--- config.mk ---
export PLATFORM = sky130hd
export DESIGN_NAME = msk_tx_modulator_flat
export DESIGN_NICKNAME = d
export VERILOG_FILES = /design/src/rtl/msk_pkg.sv /design/src/rtl/msk_tx_modulator_if.sv /design/src/rtl/msk_sincos_lut.sv /design/src/rtl/msk_tx_modulator.sv /design/src/flat_wrapper.sv
export SDC_FILE = /design/constraint.sdc
export NUM_CORES = 1
export LEC_CHECK = 0
export BUFFER_PORTS_ARGS = -buffer_cell sky130_fd_sc_hd__buf_4
export CAP_MARGIN = 20
export CORE_MARGIN = 2
export CORE_UTILIZATION = 30
export CTS_BUF_LIST = sky130_fd_sc_hd__clkbuf_8 sky130_fd_sc_hd__clkbuf_16
export DETAILED_ROUTE_END_ITERATION = 6
export GPL_TIMING_DRIVEN = 0
export PLACE_DENSITY = 0.46
export SKIP_CTS_REPAIR_TIMING = 1
export SLEW_MARGIN = 20
export SYNTH_ARGS = -nofsm -noshare
export SYNTH_HDL_FRONTEND = slang
export SYNTH_SLANG_ARGS = --single-unit
export TNS_END_PERCENT = 30
--- constraint.sdc ---
create_clock -name clk -period 3.4 [get_ports clk]
set_input_delay 0.51 -clock clk [delete_from_list [all_inputs] [get_ports clk]]
set_output_delay 0.51 -clock clk [all_outputs]
set_load 0.01 [all_outputs]
--- src/rtl/msk_pkg.sv ---
// msk_pkg: shared FSM type, phase-width helper and sin/cos LUT entry generator
// for the MSK transmit modulator.
package msk_pkg;

    typedef enum logic {IDLE, RUN} msk_tx_state_t;

    function automatic int msk_pw(input int sps);
        return $clog2(4 * sps);
    endfunction

    // Entry k of a 4*sps-entry quarter-wave-step table, rounded half away from zero.
    function automatic logic signed [31:0] msk_lut_val(input int k, input int sps, input int amp, input bit is_sin);
        real a;
        int  r;
        a = 6.283185307179586 * real'(k) / real'(4 * sps);
        a = real'(amp) * (is_sin ? $sin(a) : $cos(a));
        r = $rtoi((a < 0.0 ? -a : a) + 0.5);
        return a < 0.0 ? -r : r;
    endfunction

endpackage

--- src/rtl/msk_tx_modulator_if.sv ---
// msk_tx_modulator_if: bit input handshake, control and I/Q sample output bundle.
interface msk_tx_modulator_if #(parameter int DW = 16) ();
    logic                 enable;
    logic                 ce;
    logic                 bit_in;
    logic                 bit_valid;
    logic                 bit_ready;
    logic signed [DW-1:0] I_out;
    logic signed [DW-1:0] Q_out;
    logic                 sample_valid;
    logic                 symbol_strobe;
    logic                 underrun;

    modport master (
        output enable, ce, bit_in, bit_valid,
        input  bit_ready, I_out, Q_out, sample_valid, symbol_strobe, underrun
    );

    modport slave (
        input  enable, ce, bit_in, bit_valid,
        output bit_ready, I_out, Q_out, sample_valid, symbol_strobe, underrun
    );
endinterface

--- src/rtl/msk_sincos_lut.sv ---
// msk_sincos_lut: registered phase-to-I/Q lookup; the only pipeline stage of the modulator.
module msk_sincos_lut import msk_pkg::*; #(
    parameter  int SPS = 8,
    parameter  int DW  = 16,
    parameter  int AMP = 2**(DW-1)-1,
    localparam int PW  = msk_pw(SPS)
) (
    input  logic                 clk,
    input  logic                 rst_n,
    input  logic                 clear_i,
    input  logic                 load_i,
    input  logic                 strobe_i,
    input  logic [PW-1:0]        phase_i,
    output logic signed [DW-1:0] i_o,
    output logic signed [DW-1:0] q_o,
    output logic                 valid_o,
    output logic                 strobe_o
);
    logic signed [DW-1:0] cos_tab [4*SPS];
    logic signed [DW-1:0] sin_tab [4*SPS];
    logic signed [DW-1:0] i_q, q_q;
    logic                 valid_q, strobe_q;

    for (genvar k = 0; k < 4*SPS; k++) begin : g_tab
        assign cos_tab[k] = DW'(msk_lut_val(k, SPS, AMP, 1'b0));
        assign sin_tab[k] = DW'(msk_lut_val(k, SPS, AMP, 1'b1));
    end

    always_ff @(posedge clk or negedge rst_n) begin
        if (!rst_n) begin
            i_q      <= '0;
            q_q      <= '0;
            valid_q  <= 1'b0;
            strobe_q <= 1'b0;
        end else begin
            valid_q  <= load_i;
            strobe_q <= load_i && strobe_i;
            i_q      <= clear_i ? '0 : load_i ? cos_tab[phase_i] : i_q;
            q_q      <= clear_i ? '0 : load_i ? sin_tab[phase_i] : q_q;
        end
    end

    assign i_o      = i_q;
    assign q_o      = q_q;
    assign valid_o  = valid_q;
    assign strobe_o = strobe_q;
endmodule

--- src/rtl/msk_tx_modulator.sv ---
// msk_tx_modulator: bit FIFO, phase accumulator and symbol FSM driving a sin/cos LUT
// to produce SPS continuous-phase MSK I/Q samples per input bit.
module msk_tx_modulator import msk_pkg::*; #(
    parameter int SPS        = 8,
    parameter int DW         = 16,
    parameter int AMP        = 2**(DW-1)-1,
    parameter int FIFO_DEPTH = 2
) (
    input logic                clk,
    input logic                reset_n,
    msk_tx_modulator_if.slave  bus
);
    localparam int PW = msk_pw(SPS);
    localparam int CW = $clog2(SPS);
    localparam int AW = $clog2(FIFO_DEPTH);
    localparam int NW = $clog2(FIFO_DEPTH + 1);

    msk_tx_state_t state_q, state_d;
    logic [PW-1:0] phase_q, phase_d;
    logic [CW-1:0] cnt_q, cnt_d;
    logic          dir_q, dir_d;
    logic          pend_q, pend_d;
    logic          underrun_q, underrun_d;
    logic [1:0]    rst_sync_q;
    logic          rst_n;
    logic          mem_q [FIFO_DEPTH];
    logic [AW-1:0] wr_q, rd_q;
    logic [NW-1:0] count_q;
    logic          empty, full, push, pop;

    // Reset asserts asynchronously but releases on a clock edge.
    always_ff @(posedge clk or negedge reset_n) begin
        if (!reset_n) rst_sync_q <= '0;
        else          rst_sync_q <= {rst_sync_q[0], 1'b1};
    end
    assign rst_n = rst_sync_q[1];

    assign full          = count_q == NW'(FIFO_DEPTH);
    assign empty         = count_q == '0;
    assign bus.bit_ready = rst_n && !full;
    assign push          = bus.bit_valid && bus.bit_ready;

    always_comb begin
        state_d    = state_q;
        phase_d    = phase_q;
        cnt_d      = cnt_q;
        dir_d      = dir_q;
        pend_d     = pend_q;
        underrun_d = 1'b0;
        pop        = 1'b0;
        if (state_q == IDLE) begin
            phase_d = '0;
            cnt_d   = '0;
            if (bus.ce && bus.enable && !empty) begin
                pop     = 1'b1;
                dir_d   = mem_q[rd_q];
                pend_d  = 1'b1;
                state_d = RUN;
            end
        end else if (bus.ce) begin
            phase_d = dir_q ? phase_q + PW'(1) : phase_q - PW'(1);
            cnt_d   = cnt_q + CW'(1);
            pend_d  = 1'b0;
            if (cnt_q == CW'(SPS-1)) begin
                if (bus.enable && !empty) begin
                    pop    = 1'b1;
                    dir_d  = mem_q[rd_q];
                    pend_d = 1'b1;
                end else begin
                    state_d    = IDLE;
                    underrun_d = bus.enable;
                end
            end
        end
    end

    always_ff @(posedge clk or negedge rst_n) begin
        if (!rst_n) begin
            state_q    <= IDLE;
            phase_q    <= '0;
            cnt_q      <= '0;
            dir_q      <= 1'b0;
            pend_q     <= 1'b0;
            underrun_q <= 1'b0;
            wr_q       <= '0;
            rd_q       <= '0;
            count_q    <= '0;
        end else begin
            state_q    <= state_d;
            phase_q    <= phase_d;
            cnt_q      <= cnt_d;
            dir_q      <= dir_d;
            pend_q     <= pend_d;
            underrun_q <= underrun_d;
            wr_q       <= push ? wr_q + AW'(1) : wr_q;
            rd_q       <= pop ? rd_q + AW'(1) : rd_q;
            count_q    <= count_q + NW'(push) - NW'(pop);
        end
    end

    always_ff @(posedge clk) begin
        if (push) mem_q[wr_q] <= bus.bit_in;
    end

    msk_sincos_lut #(.SPS(SPS), .DW(DW), .AMP(AMP)) u_lut (
        .clk      (clk),
        .rst_n    (rst_n),
        .clear_i  (state_q == IDLE),
        .load_i   (state_q == RUN && bus.ce),
        .strobe_i (pend_q),
        .phase_i  (phase_d),
        .i_o      (bus.I_out),
        .q_o      (bus.Q_out),
        .valid_o  (bus.sample_valid),
        .strobe_o (bus.symbol_strobe)
    );

    assign bus.underrun = underrun_q;
endmodule
--- src/flat_wrapper.sv ---
// flat-port wrapper written by rule: the top's interface ports become plain ports
module msk_tx_modulator_flat import msk_pkg::*;
#(
    parameter int SPS        = 8,
    parameter int DW         = 16,
    parameter int AMP        = 2**(DW-1)-1,
    parameter int FIFO_DEPTH = 2
)
  (clk, reset_n, bus_enable, bus_ce, bus_bit_in, bus_bit_valid, bus_bit_ready, bus_I_out, bus_Q_out, bus_sample_valid, bus_symbol_strobe, bus_underrun);
  msk_tx_modulator_if #(.DW(DW)) bus_i ();
  input logic clk;
  input logic reset_n;
  input wire logic [$bits(bus_i.enable)-1:0] bus_enable;
  input wire logic [$bits(bus_i.ce)-1:0] bus_ce;
  input wire logic [$bits(bus_i.bit_in)-1:0] bus_bit_in;
  input wire logic [$bits(bus_i.bit_valid)-1:0] bus_bit_valid;
  output wire logic [$bits(bus_i.bit_ready)-1:0] bus_bit_ready;
  output wire logic [$bits(bus_i.I_out)-1:0] bus_I_out;
  output wire logic [$bits(bus_i.Q_out)-1:0] bus_Q_out;
  output wire logic [$bits(bus_i.sample_valid)-1:0] bus_sample_valid;
  output wire logic [$bits(bus_i.symbol_strobe)-1:0] bus_symbol_strobe;
  output wire logic [$bits(bus_i.underrun)-1:0] bus_underrun;
  assign bus_i.enable = bus_enable;
  assign bus_i.ce = bus_ce;
  assign bus_i.bit_in = bus_bit_in;
  assign bus_i.bit_valid = bus_bit_valid;
  assign bus_bit_ready = bus_i.bit_ready;
  assign bus_I_out = bus_i.I_out;
  assign bus_Q_out = bus_i.Q_out;
  assign bus_sample_valid = bus_i.sample_valid;
  assign bus_symbol_strobe = bus_i.symbol_strobe;
  assign bus_underrun = bus_i.underrun;
  msk_tx_modulator #(.SPS(SPS), .DW(DW), .AMP(AMP), .FIFO_DEPTH(FIFO_DEPTH)) u_core (.clk(clk), .reset_n(reset_n), .bus(bus_i));
endmodule
==> metrics.cfg, run 1 <==
[sta]
finalCriticalPeriod_ps = 3230
report.final.slew_viol_count = 0
max_clock_freq_ghz = 0.310
final-hold-violation-count = 0
setup_viol = 0
worst_slew_margin_rel = 0.376
fin_worst_skew_ps = 5.74
setup_tns_ps = 0
min_period_over_period = 0.950
transition_time_at_the_pin_with_the_least_slew_margin_ps = 933

[synthesis]
synth_area_per_cell_um2 = 8.72
syn_area_um2 = 3850
synth-seq-cells = 54
ys_seq_area_frac = 0.353
ys.flop_type = dfrtp_1
net_count_after_synthesis = 464
async_reset_ff_frac = 0.963
yosys_warnings = 0
synth.lib_cells_used.distinct = 76
syn_inst = 442
edff_count_synth = 2

[critical_path]
reg2reg_slack_ps = 170
path_class = reg2reg
reg2reg_depth = 10
worst_setup_path_end_kind = register
timing.critical_path.fanout_max = 12
reg2reg_from = u_core.dir_q
critical_path.reg2reg.endpoint = u_core.u_lut.i_o[8]
worst_path_largest_cell_delay_ps = 550
critical-path-slowest-cell = fa_1
crit_path_launch_type = register
critPathArrivalTime_ps = 3430
crit_required_ps = 3590
timing.critical_path.cells = inv_1, fa_1, mux2i_4, nor2_4, inv_2, ha_1, o22ai_1, mux2i_1, nand2_1, a32o_1

[route]
remaining_drc_errors = 0
drt_first_pass_iters = 4
detail_route.iter0.violations = 207
vias = 3638
ant_nets = 0
wirelength_um = 13400
vias_per_cell = 5.49
wl_per_cell_um = 20.2

[global_routing]
groute.usage.overall = 0.197
global_route_wire_length_before_repair_um = 21200
first_global_vias = 3627
antenna_violations_before_repair = 0
grt_start_max_net_pins = 52
grt_remaining_overflow = 0

[floorplan]
design.core.area_um2 = 12600
dieArea_um2 = 13800
die-width_um = 117
initial_utilization = 0.307
rows = 41
die_h_um = 117
io_pins = 42

[job]
max_cap_viol_count = 0

[layout]
drive_gt1_frac = 0.206
antenna_cells_inserted = 0
area_growth_pct = 18.9
commonest_cells_after_routing_fill_and_taps_aside = nand2_1, dfrtp_1, buf_4, nor2_1, a21oi_1
nets_finish = 512
post-route-util = 0.365

[clock_network]
cts_num_sinks = 54
cts_max_path_buffers = 2
cts.root.buffer_cell = clkbuf_16
cts_h_tree_depth = 2
cts_buffers = 5
clk-insertion-delay-late_ps = 310
cts_tree = done
path_clk_slew_ps = 80

[hold_path]
min_delay_worst_endpoint = u_core.rst_sync_q[1]
hp-class = reg2reg
hold_path_depth = 0
hold_start = u_core.rst_sync_q[0]

[placement]
routabilityCongestion = 0.920
place.port_buffers = 41
place.detailed.hpwl_um = 9680

[run_status]
outcome = completed

[synthesized netlist by cell type (9+ instances only)]
cell type | instances | area (µm²)
dfrtp_1 | 52 | 1300
nand2_1 | 51 | 191
nor2_1 | 44 | 165
a21oi_1 | 32 | 160
o21ai_0 | 28 | 140
nand3_1 | 16 | 80.1
ha_1 | 15 | 188
clkbuf_1 | 14 | 52.6
inv_1 | 11 | 41.3
a211oi_1 | 10 | 75.1
buf_2 | 10 | 50.1
mux2i_1 | 10 | 100
o22ai_1 | 10 | 62.6
xnor2_1 | 10 | 87.6
a31oi_1 | 9 | 56.3
[critical path: cells and delay by family (launching register included)]
kind | cells | cell delay [ps]
mux | 2 | 630
compound gates | 2 | 420
simple gates | 2 | 210
buf+inv | 2 | 410
fa+ha+maj | 2 | 980
flops | 1 | 470
[worst max path at each step]
| stage | from | to | slack, ps | cells after the start |
|---|---|---|---|---|
| after floorplan | u_core.dir_q | u_core.u_lut.q_o[1] | 640 | 12 |
| after global placement | u_core.dir_q | u_core.u_lut.i_o[2] | -230 | 11 |
| after detailed placement | u_core.dir_q | u_core.u_lut.q_o[1] | -280 | 12 |
| after CTS | u_core.dir_q | u_core.u_lut.q_o[1] | -330 | 12 |
| after global routing | u_core.dir_q | u_core.u_lut.i_o[1] | -6 | 11 |
| final | u_core.dir_q | u_core.u_lut.i_o[8] | 170 | 10 |
[layout make-up]
class | instances | area (µm²)
sequential | 54 | 1370
tap | 172 | 215
inverter | 18 | 72.6
clock inverter | 3 | 25.0
clock buffer | 5 | 125
timing repair buffer | 42 | 318
multi-input combinational | 335 | 2250
buffer | 34 | 210
fill | 1292 | 7990
[flip-flops by register name, summed over array words and instances, names as in the netlist]
name and cells:
u_core.state_q 1, u_core.u_lut.strobe_o 1, u_core.mem_q 2, u_core.phase_q 5, u_core.pend_q 1, u_core.u_lut.valid_o 1, u_core.cnt_q 3, u_core.u_lut.q_o 16
u_core.u_lut.i_o 16, u_core.dir_q 1, u_core.wr_q 1, u_core.rd_q 1, u_core.rst_sync_q 2, u_core.count_q 2, u_core.bus.underrun 1
[per-stage QoR]
step	worst slack, ps	cell area (µm²)	hold slack [ps]	instances
finish	169	4580	359	663
global route	-5.94	4580	373	663
CTS	-327	4530	-30.6	663
detailed placement	-281	4380	295	655
global placement	-227	4380	293	655
floorplan	640	3850	214	442
[cell families after synthesis]
kind of cell,Yosys count,synth area share
other,1,0.000973
buffers and inverters,53,0.0740
muxes,12,0.0354
xor gates and xnor gates,16,0.0403
AOI/OAI and AO/OA,147,0.269
adders and majority gates,16,0.0539
and+or+nand+nor,143,0.173
DFF,54,0.353
[routing by layer]
layer / GRT usage / up-vias / routed length (µm)
li1: - / 1704 / -
met2: 0.301 / 126 / 6130
met4: 0.0595 / 0 / 190
met3: 0.0331 / 10 / 839
met5: 0 / - / 0
met1: 0.285 / 1798 / 6210
Power of run 1 is left out: the tool's default activity adds up to more than one toggle a clock period on the data nets, which glitch-free logic cannot reach.
==> run 2, diff against run 1 <==
--- a/config.mk
+++ b/config.mk
@@ -8,11 +8,12 @@
 export BUFFER_PORTS_ARGS = -buffer_cell sky130_fd_sc_hd__buf_4
 export CAP_MARGIN = 20
 export CORE_MARGIN = 2
-export CORE_UTILIZATION = 30
+export CORE_UTILIZATION = 35
 export CTS_BUF_LIST = sky130_fd_sc_hd__clkbuf_8 sky130_fd_sc_hd__clkbuf_16
 export DETAILED_ROUTE_END_ITERATION = 6
 export GPL_TIMING_DRIVEN = 0
-export PLACE_DENSITY = 0.46
+export PLACE_DENSITY = 0.52
+export REMOVE_ABC_BUFFERS = 1
 export SKIP_CTS_REPAIR_TIMING = 1
 export SLEW_MARGIN = 20
 export SYNTH_ARGS = -nofsm -noshare
==> metrics.cfg, run 2 (synthesis gave the netlist of run 1 again) <==
[floorplan]
die_h_um = 109  ; -7.2%
design.core.area_um2 = 10800  ; -14%
initial_utilization = 0.357  ; +0.0504
io_pins = 42  ; unchanged
dieArea_um2 = 11900  ; -14%
rows = 38  ; -7.3%
die-width_um = 109  ; -7.2%

[sta]
fin_worst_skew_ps = 9.64  ; +3.90 ps
finalCriticalPeriod_ps = 3230  ; -2.79 ps
rsz0062_at_grt = no
fin_worst_hold_slack_ps = 365  ; +6.28 ps
max_clock_freq_ghz = 0.310  ; about the same
report.final.slew_viol_count = 0  ; unchanged
min_period_over_period = 0.949  ; about the same
final-hold-violation-count = 0  ; unchanged
transition_time_at_the_pin_with_the_least_slew_margin_ps = 804  ; -128 ps
worst_slew_margin_rel = 0.462  ; +0.0858
setup_viol = 0  ; unchanged

[layout]
area_growth_pct = 14.9
drive_gt1_frac = 0.201  ; -0.00485
antenna_cells_inserted = 0  ; unchanged
multiInputGateArea_um2 = 2260  ; +0.50%
count_of_fill_cells_added_during_filler_insertion = 1076  ; -17%
nets_finish = 489  ; -4.5%
final_cell_area_um2 = 4430  ; -3.4%
commonest_cells_after_routing_fill_and_taps_aside = nand2_1, buf_4, dfrtp_1, nor2_1, a21oi_1
seq_area_um2 = 1370  ; about the same
final_common_cell = nand2_1

[clock_network]
cts_max_path_buffers = 2  ; unchanged
cts.root.buffer_cell = clkbuf_8
cts_tree = done
cts_buffers = 5  ; unchanged
path_clk_slew_ps = 100  ; +20 ps
clk-insertion-delay-late_ps = 310  ; about the same
cts_h_tree_depth = 2  ; unchanged
cts_num_sinks = 54  ; unchanged

[route]
drt_first_pass_iters = 5  ; +1
wl_per_cell_um = 17.5  ; -13%
ant_nets = 0  ; unchanged
remaining_drc_errors = 0  ; unchanged
detail_route.iter0.violations = 151  ; -27%
vias = 3420  ; -6.0%
wirelength_um = 10700  ; -20%
vias_per_cell = 5.63  ; +2.5%

[job]
max_cap_viol_count = 0  ; unchanged

[critical_path]
worst_setup_path_end_kind = register
timing.critical_path.mode_cell = a21oi_1
reg2reg_depth = 11  ; +1
reg2reg_slack_ps = 170  ; about the same
worst_path_largest_cell_delay_ps = 510  ; -40 ps
timing.critical_path.cells = inv_1, fa_1, mux2i_2, nor2_4, inv_2, ha_1, nand2_1, a21oi_1, a2111oi_0, a21oi_1, o41ai_1
critPathArrivalTime_ps = 3410  ; -20 ps
critical_path.reg2reg.endpoint = u_core.u_lut.q_o[1]
critical_path.endpoint = u_core.u_lut.q_o[1]
crit_path_launch_type = register
timing.critical_path.fanout_max = 12  ; unchanged
crit_required_ps = 3580  ; about the same
path_class = reg2reg
reg2reg_from = u_core.dir_q
critical-path-slowest-cell = fa_1
crit_path_start = u_core.dir_q

[global_routing]
global_route_wire_length_before_repair_um = 17400  ; -18%
groute.layer.met3.usage = 0.0233  ; -0.00976
groute.usage.overall = 0.187  ; -0.0103
gr-usage-met2 = 0.309  ; +0.00798
antenna_violations_before_repair = 0  ; unchanged
first_global_vias = 3300  ; -9.0%
grt_start_max_net_pins = 61  ; +17%
grt_remaining_overflow = 0  ; unchanged
groute.layer.met1.usage = 0.261  ; -0.0237
grt.busiest_layer = met2

[placement]
dpl_cell_area_um2 = 4180  ; -4.6%
place.detailed.hpwl_um = 6930  ; -28%
routabilityCongestion = 0.839  ; -8.8%
place.port_buffers = 41  ; unchanged

[hold_path]
hp-class = reg2reg

[run_status]
outcome = completed

## run 2: how the worst min path moves through the flow
stage,slack [ps],endpoint,cells past startpoint,start
final,370,u_core.rst_sync_q[1],0,u_core.rst_sync_q[0]
after global routing,360,u_core.mem_q[0],1,bus_bit_in
after CTS,-60,u_core.rst_sync_q[1],1,reset_n
after detailed placement,290,u_core.rst_sync_q[0],1,reset_n
after global placement,290,u_core.rst_sync_q[0],1,reset_n
after floorplan,210,u_core.rst_sync_q[0],0,reset_n
## run 2: final cells by class
class,instances,share of cell area
Clock buffer,5,0.0155
Clock inverter,3,0.00933
Inverter,18,0.0189
Multi-Input combinational cell,335,0.511
Sequential cell,54,0.309
Tap cell,140,0.0396
Timing Repair Buffer,53,0.0967
## run 2: metrics by stage
stage,setup TNS [ps],utilization,setup slack [ps],instances
after global placement,-27650,0.382,-1040,588
after global routing,0,0.410,11.4,608
after CTS,-8350,0.397,-503,598
after floorplan,0,-,310,407
after detailed placement,-8100,0.387,-504,590
final,0,0.410,172,608
## run 2: worst max-delay path, delay by kind of cell (launching register included)
family / cells / cell delay [ps]
and+or+nand+nor: 2 / 400
buffers and inverters: 2 / 370
adders and majority gates: 2 / 990
muxes: 1 / 350
DFF: 1 / 450
AOI/OAI and AO/OA: 4 / 530
## run 2: routing by layer
| layer | up-vias | wire length (µm) |
|---|---|---|
| met2 | 127 | 4880 |
| met4 | 0 | 93 |
| met1 | 1627 | 5000 |
| met3 | 9 | 684 |
| met5 | - | 0 |
| li1 | 1657 | - |
Power of run 2 is left out for the same reason.
==> run 3, diff against run 2 <==
--- a/config.mk
+++ b/config.mk
@@ -8,11 +8,11 @@
 export BUFFER_PORTS_ARGS = -buffer_cell sky130_fd_sc_hd__buf_4
 export CAP_MARGIN = 20
 export CORE_MARGIN = 2
-export CORE_UTILIZATION = 35
+export CORE_UTILIZATION = 41
 export CTS_BUF_LIST = sky130_fd_sc_hd__clkbuf_8 sky130_fd_sc_hd__clkbuf_16
 export DETAILED_ROUTE_END_ITERATION = 6
 export GPL_TIMING_DRIVEN = 0
-export PLACE_DENSITY = 0.52
+export PLACE_DENSITY = 0.59
 export REMOVE_ABC_BUFFERS = 1
 export SKIP_CTS_REPAIR_TIMING = 1
 export SLEW_MARGIN = 20
==> metrics.cfg, run 3 (synthesis gave the netlist of run 1 again) <==
[clock_network]
cts.root.buffer_cell = clkbuf_8
cts_num_sinks = 54  ; unchanged
cts_max_path_buffers = 2  ; unchanged
path_clk_slew_ps = 110  ; about the same
cts_h_tree_depth = 2  ; unchanged
cts_tree = done
cts_buffers = 5  ; unchanged
clk-insertion-delay-late_ps = 320  ; about the same

[run_status]
outcome = completed

[hold_path]
hold_start = u_core.rst_sync_q[0]
hold_path_depth = 0  ; unchanged
min_delay_worst_endpoint = u_core.rst_sync_q[1]
hp-class = reg2reg

[sta]
report.final.slew_viol_count = 0  ; unchanged
min_period_over_period = 0.930  ; -0.0193
setup_viol = 0  ; unchanged
setup_tns_ps = 0  ; unchanged
worst_slew_margin_rel = 0.453  ; -0.00873
rsz0062_at_grt = no
final-hold-violation-count = 0  ; unchanged
finalCriticalPeriod_ps = 3160  ; -65.5 ps
fin_worst_skew_ps = 15.4  ; +5.73 ps
max_clock_freq_ghz = 0.316  ; +2.1%
transition_time_at_the_pin_with_the_least_slew_margin_ps = 817  ; +13.0 ps
setup_ws_ps = 238  ; +65.5 ps

[placement]
routabilityCongestion = 0.884  ; +5.3%
place.detailed.hpwl_um = 6630  ; -4.4%
dp_cells = 560  ; -5.1%
place.port_buffers = 41  ; unchanged
pre_cts_ws_ps = -986  ; -482 ps
dpl_cell_area_um2 = 4130  ; -1.2%

[layout]
antenna_cells_inserted = 0  ; unchanged
drive_gt1_frac = 0.198  ; -0.00258
final_cell_area_um2 = 4340  ; -2.0%
count_of_fill_cells_added_during_filler_insertion = 898  ; -17%
post_layout_nonfiller_instances = 575  ; -5.4%
area_growth_pct = 12.5
commonest_cells_after_routing_fill_and_taps_aside = nand2_1, dfrtp_1, buf_4, nor2_1, a21oi_1
nets_finish = 485  ; -0.82%

[global_routing]
grt_start_max_net_pins = 61  ; unchanged
antenna_violations_before_repair = 0  ; unchanged
grt_remaining_overflow = 0  ; unchanged
groute.usage.overall = 0.209  ; +0.0227
first_global_vias = 3395  ; +2.9%
global_route_wire_length_before_repair_um = 17000  ; -2.1%

[job]
max_cap_viol_count = 0  ; unchanged

[critical_path]
critical_path.reg2reg.endpoint = u_core.u_lut.q_o[1]
path_class = reg2reg
crit_path_launch_type = register
critPathArrivalTime_ps = 3360  ; -50 ps
reg2reg_from = u_core.dir_q
reg2reg_depth = 11  ; unchanged
timing.critical_path.fanout_max = 32  ; +20
reg2reg_slack_ps = 240  ; +70 ps
crit_required_ps = 3590  ; about the same
worst_setup_path_end_kind = register

[route]
drt_first_pass_iters = 4  ; -1
vias_per_cell = 5.89  ; +4.6%
wl_per_cell_um = 17.9  ; +2.2%
remaining_drc_errors = 0  ; unchanged
wirelength_um = 10300  ; -3.4%
ant_nets = 0  ; unchanged
vias = 3384  ; -1.1%
detail_route.iter0.violations = 166  ; +9.9%

[floorplan]
dieArea_um2 = 10200  ; -14%
die-width_um = 101  ; -7.3%
io_pins = 42  ; unchanged
die_h_um = 101  ; -7.3%
rows = 35  ; -7.9%
design.core.area_um2 = 9200  ; -15%
initial_utilization = 0.419  ; +0.0620

[run 3: per-layer routing]
layer	vias up	wire, µm	global-route usage
met1	1611	4890	0.294
met4	0	162	0.0582
li1	1644	-	-
met5	-	0	0
met2	113	4670	0.335
met3	16	576	0.0333
[run 3: cell type report]
| cell class | instances | area, µm² | area share |
|---|---|---|---|
| clock buffer | 5 | 68.8 | 0.0159 |
| clock inverter | 3 | 21.3 | 0.00490 |
| inverter | 18 | 81.3 | 0.0188 |
| multi-input combinational | 335 | 2270 | 0.523 |
| sequential | 54 | 1370 | 0.315 |
| tap | 111 | 139 | 0.0320 |
| timing repair buffer | 49 | 390 | 0.0900 |
[run 3: worst max path at each step]
| stage | to | start | cells past startpoint | slack [ps] |
|---|---|---|---|---|
| after floorplan | u_core.u_lut.q_o[10] | u_core.dir_q | 9 | 310 |
| after global placement | u_core.u_lut.i_o[8] | u_core.state_q | 9 | -950 |
| after detailed placement | u_core.u_lut.i_o[8] | u_core.state_q | 9 | -990 |
| after CTS | u_core.u_lut.i_o[8] | u_core.state_q | 9 | -980 |
| after global routing | u_core.u_lut.q_o[1] | u_core.dir_q | 11 | 4 |
| final | u_core.u_lut.q_o[1] | u_core.dir_q | 11 | 240 |
[run 3: worst max-delay path, cell delays in order, from the launching register on]
cell and delay (ps):
dfrtp_1 450, inv_1 210, ha_2 370, or3b_1 420, a31oi_2 280, a21oi_4 120
buf_16 210, inv_6 210, nor2_1 160, a2111oi_1 420, a21oi_1 70, o41ai_1 100
[run 3: per-stage QoR]
step           hold WS [ps]   util
2_1_floorplan           214      -
3_3_place_gp            292  0.444
3_5_place_dp            294  0.449
4_1_cts               -58.6  0.459
5_1_grt                 362  0.472
6_report                366  0.472
Power of run 3 is left out for the same reason.
